`config.mk`:
```
export PLATFORM = sky130hd
export DESIGN_NAME = periph_bus_unit
export DESIGN_NICKNAME = d
export VERILOG_FILES = /design/src/rtl/periph_pkg.sv /design/src/rtl/uart_tx_core.sv /design/src/rtl/periph_bus_unit.sv
export SDC_FILE = /design/constraint.sdc
export NUM_CORES = 1
export LEC_CHECK = 0
export ABC_AREA = 0
export CORE_UTILIZATION = 35
export CTS_CLUSTER_DIAMETER = 120
export DETAILED_ROUTE_END_ITERATION = 6
export SLEW_MARGIN = 15
export SYNTH_ARGS = -nofsm -noshare
export SYNTH_HDL_FRONTEND = slang
export SYNTH_HIERARCHICAL = 1
export SYNTH_SLANG_ARGS = --single-unit
```
`constraint.sdc`:
```
create_clock -name clk -period 2.3 [get_ports clk]
set_input_delay 0.345 -clock clk [delete_from_list [all_inputs] [get_ports clk]]
set_output_delay 0.345 -clock clk [all_outputs]
set_load 0.02 [all_outputs]
```
`src/rtl/periph_pkg.sv`:
```
`default_nettype none
// ============================================================================
// Module      : periph_pkg
// Description : Shared constants for the peripheral bus unit: register
//               byte offsets inside the 32-byte window, TCON bit positions,
//               UART frame length and the transmitter state type.
// Revision    : 1.0 - initial release
// ============================================================================
package periph_pkg;

    // Byte offsets of the mapped words, relative to BASE_ADDR
    localparam logic [4:0] OFF_TH   = 5'h00;
    localparam logic [4:0] OFF_TL   = 5'h04;
    localparam logic [4:0] OFF_TCON = 5'h08;
    localparam logic [4:0] OFF_LED  = 5'h0C;
    localparam logic [4:0] OFF_SW   = 5'h10;
    localparam logic [4:0] OFF_DIGI = 5'h14;
    localparam logic [4:0] OFF_UTXD = 5'h18;
    localparam logic [4:0] OFF_UCON = 5'h1C;

    // TCON bit positions
    localparam int TCON_EN = 0;
    localparam int TCON_IE = 1;
    localparam int TCON_IS = 2;

    // Start bit + 8 data bits + stop bit
    localparam int UART_FRAME_BITS = 10;

    typedef enum logic [0:0] {
        TX_IDLE = 1'b0,
        TX_SEND = 1'b1
    } tx_state_t;

endpackage
`default_nettype wire

```
`src/rtl/uart_tx_core.sv`:
```
`default_nettype none
// ============================================================================
// Module      : uart_tx_core
// Description : 8N1 serial transmitter. A start strobe while idle latches
//               the byte; the frame (start, 8 data LSB first, stop) is sent
//               with every bit held BAUD_DIV cycles.
// Revision    : 1.0 - initial release
//
// Ports:
//   clk        in   system clock
//   reset      in   asynchronous active-low reset
//   start      in   begin a frame (ignored while busy)
//   data       in   byte to send, sampled with start
//   txd        out  serial line, idle high (registered)
//   busy       out  frame in progress
//   done_pulse out  high in the last cycle of the stop bit, i.e. on the
//                   same edge that drops busy
// ============================================================================
module uart_tx_core
    import periph_pkg::*;
#(
    parameter int BAUD_DIV = 5208
) (
    input  logic       clk,
    input  logic       reset,
    input  logic       start,
    input  logic [7:0] data,
    output logic       txd,
    output logic       busy,
    output logic       done_pulse
);

    localparam int              C_CW        = (BAUD_DIV > 1) ? $clog2(BAUD_DIV) : 1;
    localparam logic [C_CW-1:0] C_BAUD_LAST = C_CW'(BAUD_DIV - 1);
    localparam logic [C_CW-1:0] C_BAUD_ONE  = C_CW'(1);
    localparam logic [3:0]      C_BIT_LAST  = 4'(UART_FRAME_BITS - 1);
    // Bit index 8 is the last data bit; moving past it enters the stop bit
    localparam logic [3:0]      C_DATA_LAST = 4'd8;

    tx_state_t       r_state;
    logic [C_CW-1:0] r_baud_cnt;
    logic [3:0]      r_bit_cnt;
    logic [7:0]      r_shift;
    logic            r_txd;

    logic w_baud_tick;
    logic w_frame_end;

    assign w_baud_tick = (r_state == TX_SEND) && (r_baud_cnt == C_BAUD_LAST);
    assign w_frame_end = w_baud_tick && (r_bit_cnt == C_BIT_LAST);

    always_ff @(posedge clk or negedge reset) begin
        if (!reset) begin
            r_state    <= TX_IDLE;
            r_baud_cnt <= '0;
            r_bit_cnt  <= '0;
            r_shift    <= '0;
            r_txd      <= 1'b1;
        end else begin
            case (r_state)
                TX_IDLE: begin
                    if (start) begin
                        r_state    <= TX_SEND;
                        r_baud_cnt <= '0;
                        r_bit_cnt  <= '0;
                        r_shift    <= data;
                        r_txd      <= 1'b0;     // start bit
                    end
                end
                TX_SEND: begin
                    if (w_baud_tick) begin
                        r_baud_cnt <= '0;
                        if (w_frame_end) begin
                            r_state <= TX_IDLE;
                            r_txd   <= 1'b1;
                        end else begin
                            r_bit_cnt <= r_bit_cnt + 4'd1;
                            if (r_bit_cnt < C_DATA_LAST) begin
                                r_txd   <= r_shift[0];
                                r_shift <= {1'b0, r_shift[7:1]};
                            end else begin
                                r_txd   <= 1'b1;    // stop bit
                            end
                        end
                    end else begin
                        r_baud_cnt <= r_baud_cnt + C_BAUD_ONE;
                    end
                end
                default: r_state <= TX_IDLE;
            endcase
        end
    end

    assign txd        = r_txd;
    assign busy       = (r_state == TX_SEND);
    assign done_pulse = w_frame_end;

endmodule
`default_nettype wire

```
`src/rtl/periph_bus_unit.sv`:
```
`default_nettype none
// ============================================================================
// Module      : periph_bus_unit
// Description : Memory-mapped peripheral slave for the single-cycle core.
//               32-byte window at BASE_ADDR holding a reloadable timer with
//               interrupt, LED and seven-segment output registers, a switch
//               input and an optional UART transmitter.
//               Optional feature macro: PERIPH_UART_TX_EN (UART transmitter;
//               when undefined uart_txd is tied high and the UART words
//               read 0).
// Revision    : 1.0 - initial release
//
// Ports:
//   clk       in   system clock
//   reset     in   asynchronous active-low reset
//   rd        in   read strobe
//   wr        in   write strobe
//   addr      in   byte address, addr[1:0] ignored
//   wdata     in   write data
//   rdata     out  read data, combinational, 0 unless a mapped word is read
//   irqout    out  timer interrupt request
//   led       out  LED register
//   switch    in   board switches
//   digi      out  seven-segment register ([11:8] anodes, [7:0] segments)
//   uart_txd  out  serial transmit line, idle high
// ============================================================================
module periph_bus_unit
    import periph_pkg::*;
#(
    parameter logic [31:0] BASE_ADDR = 32'h4000_0000,
    parameter int          LED_W     = 8,
    parameter int          SW_W      = 8,
    parameter int          BAUD_DIV  = 5208
) (
    input  logic             clk,
    input  logic             reset,
    input  logic             rd,
    input  logic             wr,
    input  logic [31:0]      addr,
    input  logic [31:0]      wdata,
    output logic [31:0]      rdata,
    output logic             irqout,
    output logic [LED_W-1:0] led,
    input  logic [SW_W-1:0]  switch,
    output logic [11:0]      digi,
    output logic             uart_txd
);

    logic             w_hit;
    logic [4:0]       w_off;
    logic             w_we_th, w_we_tl, w_we_tcon, w_we_led, w_we_digi;
    logic             w_tl_max;
    logic             w_ovf;
    logic [31:0]      w_ucon;
    logic [31:0]      w_rdata;

    logic [31:0]      r_th;
    logic [31:0]      r_tl;
    logic [2:0]       r_tcon;
    logic [LED_W-1:0] r_led;
    logic [11:0]      r_digi;

    // ------------------------------------------------------------------
    // Address decode
    // ------------------------------------------------------------------
    assign w_hit     = (addr[31:5] == BASE_ADDR[31:5]);
    assign w_off     = {addr[4:2], 2'b00};

    assign w_we_th   = wr & w_hit & (w_off == OFF_TH);
    assign w_we_tl   = wr & w_hit & (w_off == OFF_TL);
    assign w_we_tcon = wr & w_hit & (w_off == OFF_TCON);
    assign w_we_led  = wr & w_hit & (w_off == OFF_LED);
    assign w_we_digi = wr & w_hit & (w_off == OFF_DIGI);

    // ------------------------------------------------------------------
    // Timer. An overflow only takes effect when the CPU is not writing
    // TL or TCON in the same cycle; the CPU write takes priority.
    // ------------------------------------------------------------------
    assign w_tl_max = (r_tl == 32'hFFFF_FFFF);
    assign w_ovf    = r_tcon[TCON_EN] & w_tl_max & ~w_we_tl & ~w_we_tcon;

    always_ff @(posedge clk or negedge reset) begin
        if (!reset) begin
            r_th   <= '0;
            r_tl   <= '0;
            r_tcon <= '0;
            r_led  <= '0;
            r_digi <= '0;
        end else begin
            // A TH write in the overflow cycle still reloads the old TH,
            // because the reload below reads r_th before this edge.
            if (w_we_th) begin
                r_th <= wdata;
            end

            if (w_we_tl) begin
                r_tl <= wdata;
            end else if (r_tcon[TCON_EN]) begin
                if (!w_tl_max) begin
                    r_tl <= r_tl + 32'd1;
                end else if (w_ovf) begin
                    r_tl <= r_th;
                end
            end

            if (w_we_tcon) begin
                r_tcon <= wdata[2:0];
            end else if (w_ovf && r_tcon[TCON_IE]) begin
                r_tcon[TCON_IS] <= 1'b1;
            end

            if (w_we_led) begin
                r_led <= wdata[LED_W-1:0];
            end

            if (w_we_digi) begin
                r_digi <= wdata[11:0];
            end
        end
    end

    assign irqout = r_tcon[TCON_IE] & r_tcon[TCON_IS];
    assign led    = r_led;
    assign digi   = r_digi;

    // ------------------------------------------------------------------
    // UART transmitter
    // ------------------------------------------------------------------
`ifdef PERIPH_UART_TX_EN
    logic w_tx_start;
    logic w_tx_busy;
    logic w_tx_done;
    logic w_rd_ucon;
    logic r_tx_done;
    logic w_unused;

    // Writes while a frame is in flight are dropped here
    assign w_tx_start = wr & w_hit & (w_off == OFF_UTXD) & ~w_tx_busy;
    assign w_rd_ucon  = rd & w_hit & (w_off == OFF_UCON);

    uart_tx_core #(
        .BAUD_DIV   (BAUD_DIV)
    ) u_uart_tx_core (
        .clk        (clk),
        .reset      (reset),
        .start      (w_tx_start),
        .data       (wdata[7:0]),
        .txd        (uart_txd),
        .busy       (w_tx_busy),
        .done_pulse (w_tx_done)
    );

    // Sticky completion flag; a finishing frame wins over a clearing read
    always_ff @(posedge clk or negedge reset) begin
        if (!reset) begin
            r_tx_done <= 1'b0;
        end else if (w_tx_done) begin
            r_tx_done <= 1'b1;
        end else if (w_rd_ucon) begin
            r_tx_done <= 1'b0;
        end
    end

    assign w_ucon   = {30'd0, r_tx_done, w_tx_busy};
    assign w_unused = ^addr[1:0];
`else
    logic w_unused;

    assign uart_txd = 1'b1;
    assign w_ucon   = '0;
    assign w_unused = ^{addr[1:0], BAUD_DIV[0]};
`endif

    // ------------------------------------------------------------------
    // Read mux (zero latency)
    // ------------------------------------------------------------------
    always_comb begin
        w_rdata = '0;
        if (rd && w_hit) begin
            case (w_off)
                OFF_TH:   w_rdata = r_th;
                OFF_TL:   w_rdata = r_tl;
                OFF_TCON: w_rdata = {29'd0, r_tcon};
                OFF_LED:  w_rdata = 32'(r_led);
                OFF_SW:   w_rdata = 32'(switch);
                OFF_DIGI: w_rdata = {20'd0, r_digi};
                OFF_UCON: w_rdata = w_ucon;
                default:  w_rdata = '0;   // UART_TXD is write-only
            endcase
        end
    end

    assign rdata = w_rdata;

endmodule
`default_nettype wire

```
; ---- After elaboration in Yosys (flattened, before gate mapping)
; Cells that the tools add are included.
[totals]
register_bits = 87
in_bits = 76
output_inout_bits = 54
[op_classes]
addsub = 1
n_eq_ne = 8
mux = 8
bitwise = 12
reduce_logical = 6
[op_table]
columns = op, n
row1 = $pmux W32 S6, 1
row2 = $mux W32, 5
row3 = $add A32 B1 Y32 const B, 1
row4 = $eq A32 B32 Y1 const B, 1
row5 = $eq A27 B26 Y1 const B, 1
row6 = $and A1 B1 Y1, 10
row7 = $eq A3 B2 Y1 const B, 2
row8 = $eq A3 B3 Y1 const B, 2
row9 = $logic_not A5 Y1, 1
row10 = $reduce_bool A2 Y1, 2
row11 = $eq A3 B1 Y1 const B, 1
row12 = $ne A3 B2 Y1 const B, 1
row13 = $logic_and A1 B1 Y1, 2
row14 = $mux W1, 2
row15 = $not A1 Y1, 2
row16 = $reduce_and A2 Y1, 1

; ---- Logic depth before layout (Yosys ltp)
; Gate-level depths: netlist of the first run.
[logic_depth]
depth_word = 10
mapped_depth = 9

; ---- Worst setup path before layout of the first run
; Ideal clock, no wire load.
[synth_path]
kind = input to output
start = input addr[11]
end = output rdata[10]
arrival_time_ns = 2.165
required_ns = 1.955
path_slack_ns = -0.210
cell_stages = 6
path_buffers = 1
cell_sequence = or4_1 -> or2_4 -> nor2_4 -> nand3_1 -> clkbuf_1 -> nor3_1
[synth_via]
elab_chain_len = 3
[synth_rtl]
columns = item, line
row1 = start: declaration, periph_bus_unit.sv:39  ; input logic [31:0] addr,
row2 = $eq A27 B26 Y1, periph_bus_unit.sv:66  ; assign w_hit = (addr[31:5] == BASE_ADDR[31:5]);
row3 = $logic_and A1 B1 Y1, periph_bus_unit.sv:179  ; if (rd && w_hit) begin
row4 = $mux W32, periph_bus_unit.sv:179
row5 = end: declaration, periph_bus_unit.sv:41  ; output logic [31:0] rdata,
; Every way passes these cells.

; ---- Final worst setup path of the first run
[layout_path]
start = input addr[12]
end = output rdata[12]
; Same word-level chain as after synthesis.

==> results of run 1 <==
[through the flow]
stage | std cells | power (mW) | worst slack, ns | TNS [ns]
final | 1020 | 3.39 | -0.0975 | -1.56
after global routing | 1020 | 3.50 | -0.137 | -4.73
after detailed placement | 971 | 1.86 | -0.941 | -71.62
after global placement | 971 | 1.85 | -0.891 | -66.89
after CTS | 1015 | 3.39 | -0.231 | -3.25
after floorplan | 575 | 1.63 | -0.0507 | -1.21
[worst max-delay path: cells and delay by family]
kind                   cells  cell delay (ns)
and+or+nand+nor            5             1.07
buffers and inverters      3             0.38
AOI/OAI and AO/OA          1             0.25
[power by group]
part           internal [mW]  switching (mW)  leakage, nW
Clock                  0.899           0.641        0.144
Sequential              1.53       0.0000776         1.15
Combinational          0.171           0.148         2.46
[cells in the final DEF, fill, tap and decap left out, types with 4 or more instances in the layout]
| cell type | count |
|---|---|
| nand4_1 | 12 |
| nor2_4 | 21 |
| nor2_1 | 29 |
| mux2_4 | 12 |
| nand2b_1 | 5 |
| clkbuf_16 | 10 |
| and4_1 | 4 |
| a41oi_1 | 5 |
| and3_1 | 9 |
| buf_2 | 7 |
| a211oi_1 | 6 |
| nor3_1 | 14 |
| a21oi_1 | 23 |
| buf_6 | 31 |
| nand2_1 | 50 |
| mux2_2 | 30 |
| o21ai_1 | 7 |
| or4_1 | 4 |
| nor3_2 | 5 |
| mux2_1 | 18 |
| nand3_1 | 29 |
| mux4_2 | 5 |
| dlymetal6s2s_1 | 7 |
| a31oi_1 | 6 |
| nor4_4 | 7 |
| a22oi_1 | 25 |
| clkbuf_2 | 6 |
| a21o_1 | 4 |
| dlygate4sd2_1 | 5 |
| a21oi_2 | 4 |
| dfrtp_1 | 86 |
| o21ai_0 | 10 |
| inv_1 | 5 |
| buf_12 | 16 |
| clkdlybuf4s50_1 | 65 |
| buf_4 | 118 |
| o31ai_1 | 8 |
[worst max-delay path by stage]
stage	from	end	slack (ns)	depth (start not counted)
floorplan	addr[10]	rdata[1]	-0.05	6
global placement	addr[10]	rdata[16]	-0.89	9
detailed placement	addr[10]	rdata[21]	-0.94	9
CTS	addr[27]	rdata[25]	-0.23	10
global route	addr[12]	rdata[12]	-0.14	9
finish	addr[12]	rdata[12]	-0.1	9
[cell type report]
cell class	instances	share of cell area, %
antenna	1	0.0284
inverter	5	0.213
timing repair buffer	262	28.7
sequential	87	24.7
multi-input combinational	439	39.9
clock inverter	4	0.610
tap	211	2.99
clock buffer	11	2.87
[sequential cells by signal (all words and copies together), names as in the netlist]
signal / cells
r_tcon: 3
digi: 12
r_th: 32
led: 8
r_tl: 32
[routing by layer]
metal  part of all wire, %  vias to the layer above  GRT usage (%)  routed length (um)
met3                   4.5                       32           5.11                 925
met2                    50                      210           44.3               10400
met4                   2.2                        0           11.1                 462
met5                     0                        -              0                   0
met1                    43                     2902           31.4                8980
li1                      -                     2640              -                   -
[kinds of logic after synthesis]
kind of cell             Yosys count  share of synthesized area (%)
AO/OA/AOI/OAI                    137                           17.5
multiplexers                      68                           14.8
buffers and inverters             49                           4.33
XOR/XNOR                           2                          0.318
flip-flops                        87                           39.5
other                              1                         0.0680
AND/OR/NAND/NOR                  230                           23.3
adder cells (fa/ha/maj)            1                          0.227
[timing repair]
| action | 4_1_cts | 5_1_grt |
|---|---|---|
| pin swaps | 18 | 27 |
| resized for setup | 248 | 65 |
| buffers inserted | 24 | 12 |
| gates cloned | 6 | 2 |
| endpoints found under the setup margin | 113 | 114 |
==> metrics.txt, run 1 <==
outcome finished with violations; violated checks setup timing; Finished Core Util 57.6%; Ports 130; cell at the slowest stage of the critical path or4_4; number of nets with antenna violations after detailed routing 0; RD Place Congestion 0.909; synthesized area per cell 9.59 sq um; Crit Path Class input pin to primary output; library cells used by synthesis 78; All-Layer GR Usage 25.8%; fraction of synthesis flops using an asynchronous set or reset pin 100%; fraction of final layout cells with drive strength greater than 1 40.3%; endpoint of the worst register-to-register path r_tl[17]$_DFFE_PN0P_; data required time of the worst path 1.96 ns; Clk Latency, worst-skew pair 0.36 ns; sum of routed wire length over all layers 20700 um; drt drc 0; Synth Net Count 652; register area 2180 sq um; number of antenna violations at the first check in global routing 1; Syn-to-layout area delta 59.9%; P per Cell Area 384 nW/um^2; post-synthesis cell count 575; count of port buffers added during placement 126; number of global-route vias before repair 5990; flop2flop setup slack 0.09 ns; crit-path cells buf_6 -> or4_4 -> or2_4 -> nor2_4 -> nand3_2 -> a21o_4 -> buf_12 -> nor2_4 -> buf_6; Final Hold Viols 0; die extent in y 128 um; via density per instance 5.67; Inserted Clock Buffers 9; Seq/Total Area, Yosys 39.5%; post-route setup slack -0.0975 ns; Placed Area 7900 sq um; Clk pin slew, worst setup/hold paths 0.06 ns; wire length of the first global-routing pass 32200 um; # fillers 1317; reg2reg start r_tl[11]$_DFFE_PN0P_; # nets final 881; maximum number of pins on one net before global-route repair 88; area share of the largest cell type after synthesis 39.5%; Critical Path Source Type input pin; RSZ-0062 raised after global routing yes; cell area after synthesis 5520 sq um; most area-consuming cells after synthesis dfrtp_1, mux2_1, mux2_2; final number of setup-violating endpoints 34; maximum single-stage delay on the critical path 0.52 ns; cell depth of the worst flop-to-flop path 6; predominant post-synthesis flop cell dfrtp_1; Final min period 2.40 ns; commonest cells in the netlist dfrtp_1, nand2_1, nor2_1, nand3_1; data arrival time of the critical path 2.05 ns; Final Slew Violations 0; upper clock frequency limit 417 MHz; depth of the CTS H-tree 3; Initial Utilization 36.0%; period utilisation layout 104%; root buffer cell clkbuf_16; number of buffers inserted for hold repair after clock tree synthesis 0; path category of the worst min-delay check input pin to async pin; Hold WS 0.0240 ns; area of the multi-input gates 3520 sq um; number of flops mapped to enable cells by yosys 0; Die Area 16300 sq um; First-pass DRT Iterations 5; setup clock skew after layout 0.00944 ns; Overflow after GRT 0; Max IR drop VDD 0.357 mV; count of max-cap constraint violations 0; Layout Cell Area excl Fill 8820 sq um; Core Rows 45; Worst Setup End Kind primary output; cell taking the most area after synthesis dfrtp_1; Synth Warn # 6; highest fanout seen on the critical path 5; number of flip-flops and latches in the synthesized netlist 87; Clock Sink Count 87; library cell with the highest instance count after synthesis dfrtp_1; CTS tree done; die span in x 128 um; WL/cell 20.3 um; starting DRC count in detailed routing 535; maximum clock path buffer count 2; Std-Cell Core Area 15300 sq um; Detail Placement HPWL 13700 um; Leak 3.75 nW; vias after detailed routing 5784
Note: power is estimated with default switching activity, not from simulation.
==> run 2, diff against run 1 <==
- DONT_BUFFER_PORTS: not set -> 1
==> metrics.txt, run 2 (same netlist as run 1, synthesis figures left out) <==
outcome finished with violations; violated checks hold timing; Clk pin slew, worst setup/hold paths 0.06 ns; Clock Sink Count 87; Hold WS -0.307 ns; drt drc 0; Placed Area 6400 sq um; count of max-cap constraint violations 0; die span in x 128 um; depth of the CTS H-tree 3; upper clock frequency limit 439 MHz; vias after detailed routing 5085; die extent in y 128 um; data arrival time of the critical path 1.93 ns; headroom to the max-slew limit 58.7%; CTS tree done; Layout Cell Area excl Fill 6950 sq um; final number of setup-violating endpoints 0; via density per instance 5.98; count of port buffers added during placement 0; path category of the worst min-delay check input pin to async pin; setup clock skew after layout 0.00621 ns; # nets final 711; Final Hold Viols 87; Std-Cell Core Area 15300 sq um; Worst-Margin Slew 0.619 ns; maximum clock path buffer count 2; fraction of final layout cells with drive strength greater than 1 31.8%; Max IR drop VDD 0.447 mV; period utilisation layout 99.0%; Core Rows 45; All-Layer GR Usage 22.6%; Initial Utilization 36.0%; data required time of the worst path 1.96 ns; root buffer cell clkbuf_16; # fillers 1468; number of antenna violations at the first check in global routing 0; RD Place Congestion 0.898; antenna cell count 0; setup_tns 0 ns; Ports 130; number of global-route vias before repair 5242; non-filler instance count after layout 850; Clk Latency, worst-skew pair 0.34 ns; Worst Setup End Kind primary output; sum of routed wire length over all layers 17700 um; maximum number of pins on one net before global-route repair 88; number of nets with antenna violations after detailed routing 0; starting DRC count in detailed routing 431; RSZ-0062 raised after global routing yes; commonest cells after routing, fill and taps aside dfrtp_1, buf_4, nand2_1; Overflow after GRT 0; Leak 2.85 nW; Detail Placement HPWL 12500 um; First-pass DRT Iterations 5; Crit Path Class input pin to primary output; P per Cell Area 461 nW/um^2; wire length of the first global-routing pass 28800 um; WL/cell 20.9 um; Final min period 2.28 ns; Final Slew Violations 0; highest fanout seen on the critical path 5; Die Area 16300 sq um; Inserted Clock Buffers 9; Critical Path Source Type input pin; most common library cell in the layout ignoring fill and taps dfrtp_1; number of placed instances, taps included 822; Syn-to-layout area delta 26.1%
run 2: changes by cell type in the layout (fill, tap and decap cells not counted), moves of 11 or more:
| cell | previous run | this run |
|---|---|---|
| mux2_1 | 18 | 30 |
| buf_6 | 31 | 3 |
| buf_12 | 16 | 5 |
| clkdlybuf4s50_1 | 65 | 0 |
| mux2_4 | 12 | 0 |
| buf_4 | 118 | 81 |
run 2: repair_timing:
item | CTS | global route
gates resized for setup | 8 | 14
setup endpoints to repair | 24 | 53
endpoints found under the hold margin | 87 | 87
buffers inserted | 4 | 5
pin swaps | 9 | 8
cloned | 3 | 0
run 2: final cells by class:
| class | instances | area [sq um] | area share [%] |
|---|---|---|---|
| clock buffers | 13 | 260 | 3.74 |
| clock inverters | 3 | 65.1 | 0.936 |
| inverters | 5 | 18.8 | 0.270 |
| multi-input cells | 439 | 3340 | 48.1 |
| flip-flops and latches | 87 | 2180 | 31.3 |
| well taps | 211 | 264 | 3.80 |
| repair buffers | 92 | 825 | 11.9 |
run 2: worst max-delay path, stage by stage:
cell and delay [ns]:
or4_4 0.52, or2_4 0.28, nor2_4 0.10, nand3_2 0.08, a21o_4 0.27, buf_12 0.17, nor2_4 0.15
run 2: worst paths after layout:
kind,startpoint,endpoint,slack (ns),depth (start not counted)
max,addr[14],rdata[31],0.02,7
min,reset,r_tl[30]$_DFFE_PN0P_,-0.31,0
max reg2reg,r_tl[0]$_DFFE_PN0P_,r_tl[13]$_DFFE_PN0P_,0.08,9
min reg2reg,r_th[6]$_DFFE_PN0P_,r_th[6]$_DFFE_PN0P_,0.53,1
max in group asynchronous,reset,r_tl[19]$_DFFE_PN0P_,2.37,0
min in group clk,wdata[20],r_tl[20]$_DFFE_PN0P_,0.12,1
run 2: through the flow:
stage               utilization (%)  hold WS, ns  setup WS (ns)  total power, mW
finish                         45.4       -0.307         0.0231             3.21
global route                   45.4       -0.324        -0.0317             3.31
CTS                            44.8       -0.315        -0.0318             3.24
detailed placement             41.8       0.0521         -0.109             1.63
global placement               41.8       0.0527        -0.0712             1.62
floorplan                         -       0.0494        -0.0507             1.63
run 2: routing by layer:
metal	part of all wire, %	global-route usage, %	vias to the layer above
met5	0	0	-
met4	1.6	5.88	0
met3	7.9	5.49	26
met2	48	37.3	227
met1	42	29.6	2519
li1	-	-	2313
run 2: power by group:
group	leakage [nW]	switching [mW]	internal, mW
registers	1.15	0.0000764	1.53
clock network	0.160	0.597	1.01
logic	1.54	0.0338	0.0349
==> run 3, diff against run 2 <==
- MAX_ROUTING_LAYER: not set -> met4
==> metrics.txt, run 3 (same netlist as run 1, synthesis figures left out) <==
depth of the CTS H-tree 3; die span in x 128 um; Ports 130; Layout Cell Area excl Fill 7100 sq um; root buffer cell clkbuf_16; data required time of the worst path 1.96 ns; Std-Cell Core Area 15300 sq um; Clk Latency, worst-skew pair 0.35 ns; Syn-to-layout area delta 28.7%; setup_tns -0.00608 ns; fraction of final layout cells with drive strength greater than 1 34.2%; Clk pin slew, worst setup/hold paths 0.06 ns; reg2reg start r_tl[1]$_DFFE_PN0P_; most common library cell in the layout ignoring fill and taps dfrtp_1; cell depth of the worst flop-to-flop path 7; violated checks hold timing, setup timing; Hold WS -0.313 ns; maximum number of pins on one net before global-route repair 88; WL/cell 20.8 um; Final Hold Viols 87; Detail Placement HPWL 12600 um; RD Place Congestion 0.915; path category of the worst min-delay check input pin to async pin; Worst Setup End Kind primary output; Inserted Clock Buffers 9; drt drc 0; antenna cell count 0; Overflow after GRT 0; # nets final 715; sum of routed wire length over all layers 17700 um; upper clock frequency limit 434 MHz; number of antenna violations at the first check in global routing 0; via density per instance 6.00; post-route setup slack -0.00365 ns; die extent in y 128 um; data arrival time of the critical path 1.96 ns; maximum clock path buffer count 2; Placed Area 6450 sq um; setup clock skew after layout 0.00227 ns; overall power 3.19 mW; RSZ-0062 raised after global routing yes; Clock Sink Count 87; commonest cells after routing, fill and taps aside dfrtp_1, buf_4, nand2_1; outcome finished with violations; # fillers 1463; post-place setup slack -0.101 ns; Final Slew Violations 0; Leak 2.89 nW; final number of setup-violating endpoints 2; Die Area 16300 sq um; Final min period 2.30 ns; First-pass DRT Iterations 5; Worst-Margin Slew 0.510 ns; headroom to the max-slew limit 66.0%; number of global-route vias before repair 5310; P per Cell Area 450 nW/um^2; All-Layer GR Usage 23.2%; Initial Utilization 36.0%; period utilisation layout 100%; CTS tree done; Crit Path Class input pin to primary output; Core Rows 45; Critical Path Source Type input pin; count of max-cap constraint violations 0; vias after detailed routing 5115; wire length of the first global-routing pass 28300 um; count of port buffers added during placement 0; endpoint of the worst register-to-register path r_tl[17]$_DFFE_PN0P_; flop2flop setup slack 0.09 ns; number of nets with antenna violations after detailed routing 0; highest fanout seen on the critical path 5; starting DRC count in detailed routing 503; Max IR drop VDD 0.407 mV
## run 3: cell count changes in the layout (fill, tap and decap cells not counted), sizes merged
cell | before | now
clkbuf | 13 | 11
clkinv | 1 | 0
buf | 92 | 96
inv | 5 | 4
clkinvlp | 0 | 2
## run 3: worst max-delay path by stage
stage | startpoint | to | depth (start not counted)
6_report | addr[14] | rdata[17] | 7
3_3_place_gp | addr[10] | rdata[9] | 7
3_5_place_dp | addr[10] | r_th[10]$_DFFE_PN0P_ | 7
4_1_cts | addr[27] | rdata[18] | 7
5_1_grt | addr[14] | rdata[17] | 7
2_1_floorplan | addr[10] | rdata[1] | 6
## run 3: area by class of cell
type,instances,area (sq um),area share [%]
flip-flops and latches,87,2180,30.7
multi-input cells,439,3430,48.3
clock inverters,3,67.6,0.952
inverters,5,22.5,0.317
repair buffers,96,886,12.5
clock buffers,11,253,3.56
well taps,211,264,3.72
## run 3: timing repair
item / in CTS / in global routing
endpoints found under the hold margin: 87 / 87
pin swaps: 9 / 14
endpoints found under the setup margin: 23 / 45
cloned: 3 / 0
buffers inserted: 4 / 4
resized for setup: 7 / 37
## run 3: report_power, final
group          internal, mW  leakage [nW]  switching (mW)  total [mW]
registers              1.53          1.15       0.0000731        1.53
logic                0.0358          1.58          0.0338      0.0696
clock network         0.998         0.154           0.596        1.59
total                  2.56          2.89           0.630        3.19
## run 3: critical path, stage by stage
cell and delay, ns:
or4_4 0.51, or2_4 0.28, nor2_4 0.10, nand3_2 0.11
a21o_4 0.28, buf_12 0.17, nor2_4 0.15
## run 3: per-stage QoR
stage          instances  utilization [%]
3_3_place_gp         827             42.1
3_5_place_dp         827             42.1
5_1_grt              852             46.3
2_1_floorplan        575                -
4_1_cts              848             45.1
6_report             852             46.3
## run 3: routing by layer
layer | global-route usage [%] | part of all wire, % | vias up
li1 | - | - | 2309
met1 | 29.5 | 44 | 2544
met2 | 36.5 | 47 | 219
met3 | 5.03 | 7.3 | 43
met4 | 7.98 | 2.3 | 0
met5 | - | 0 | -
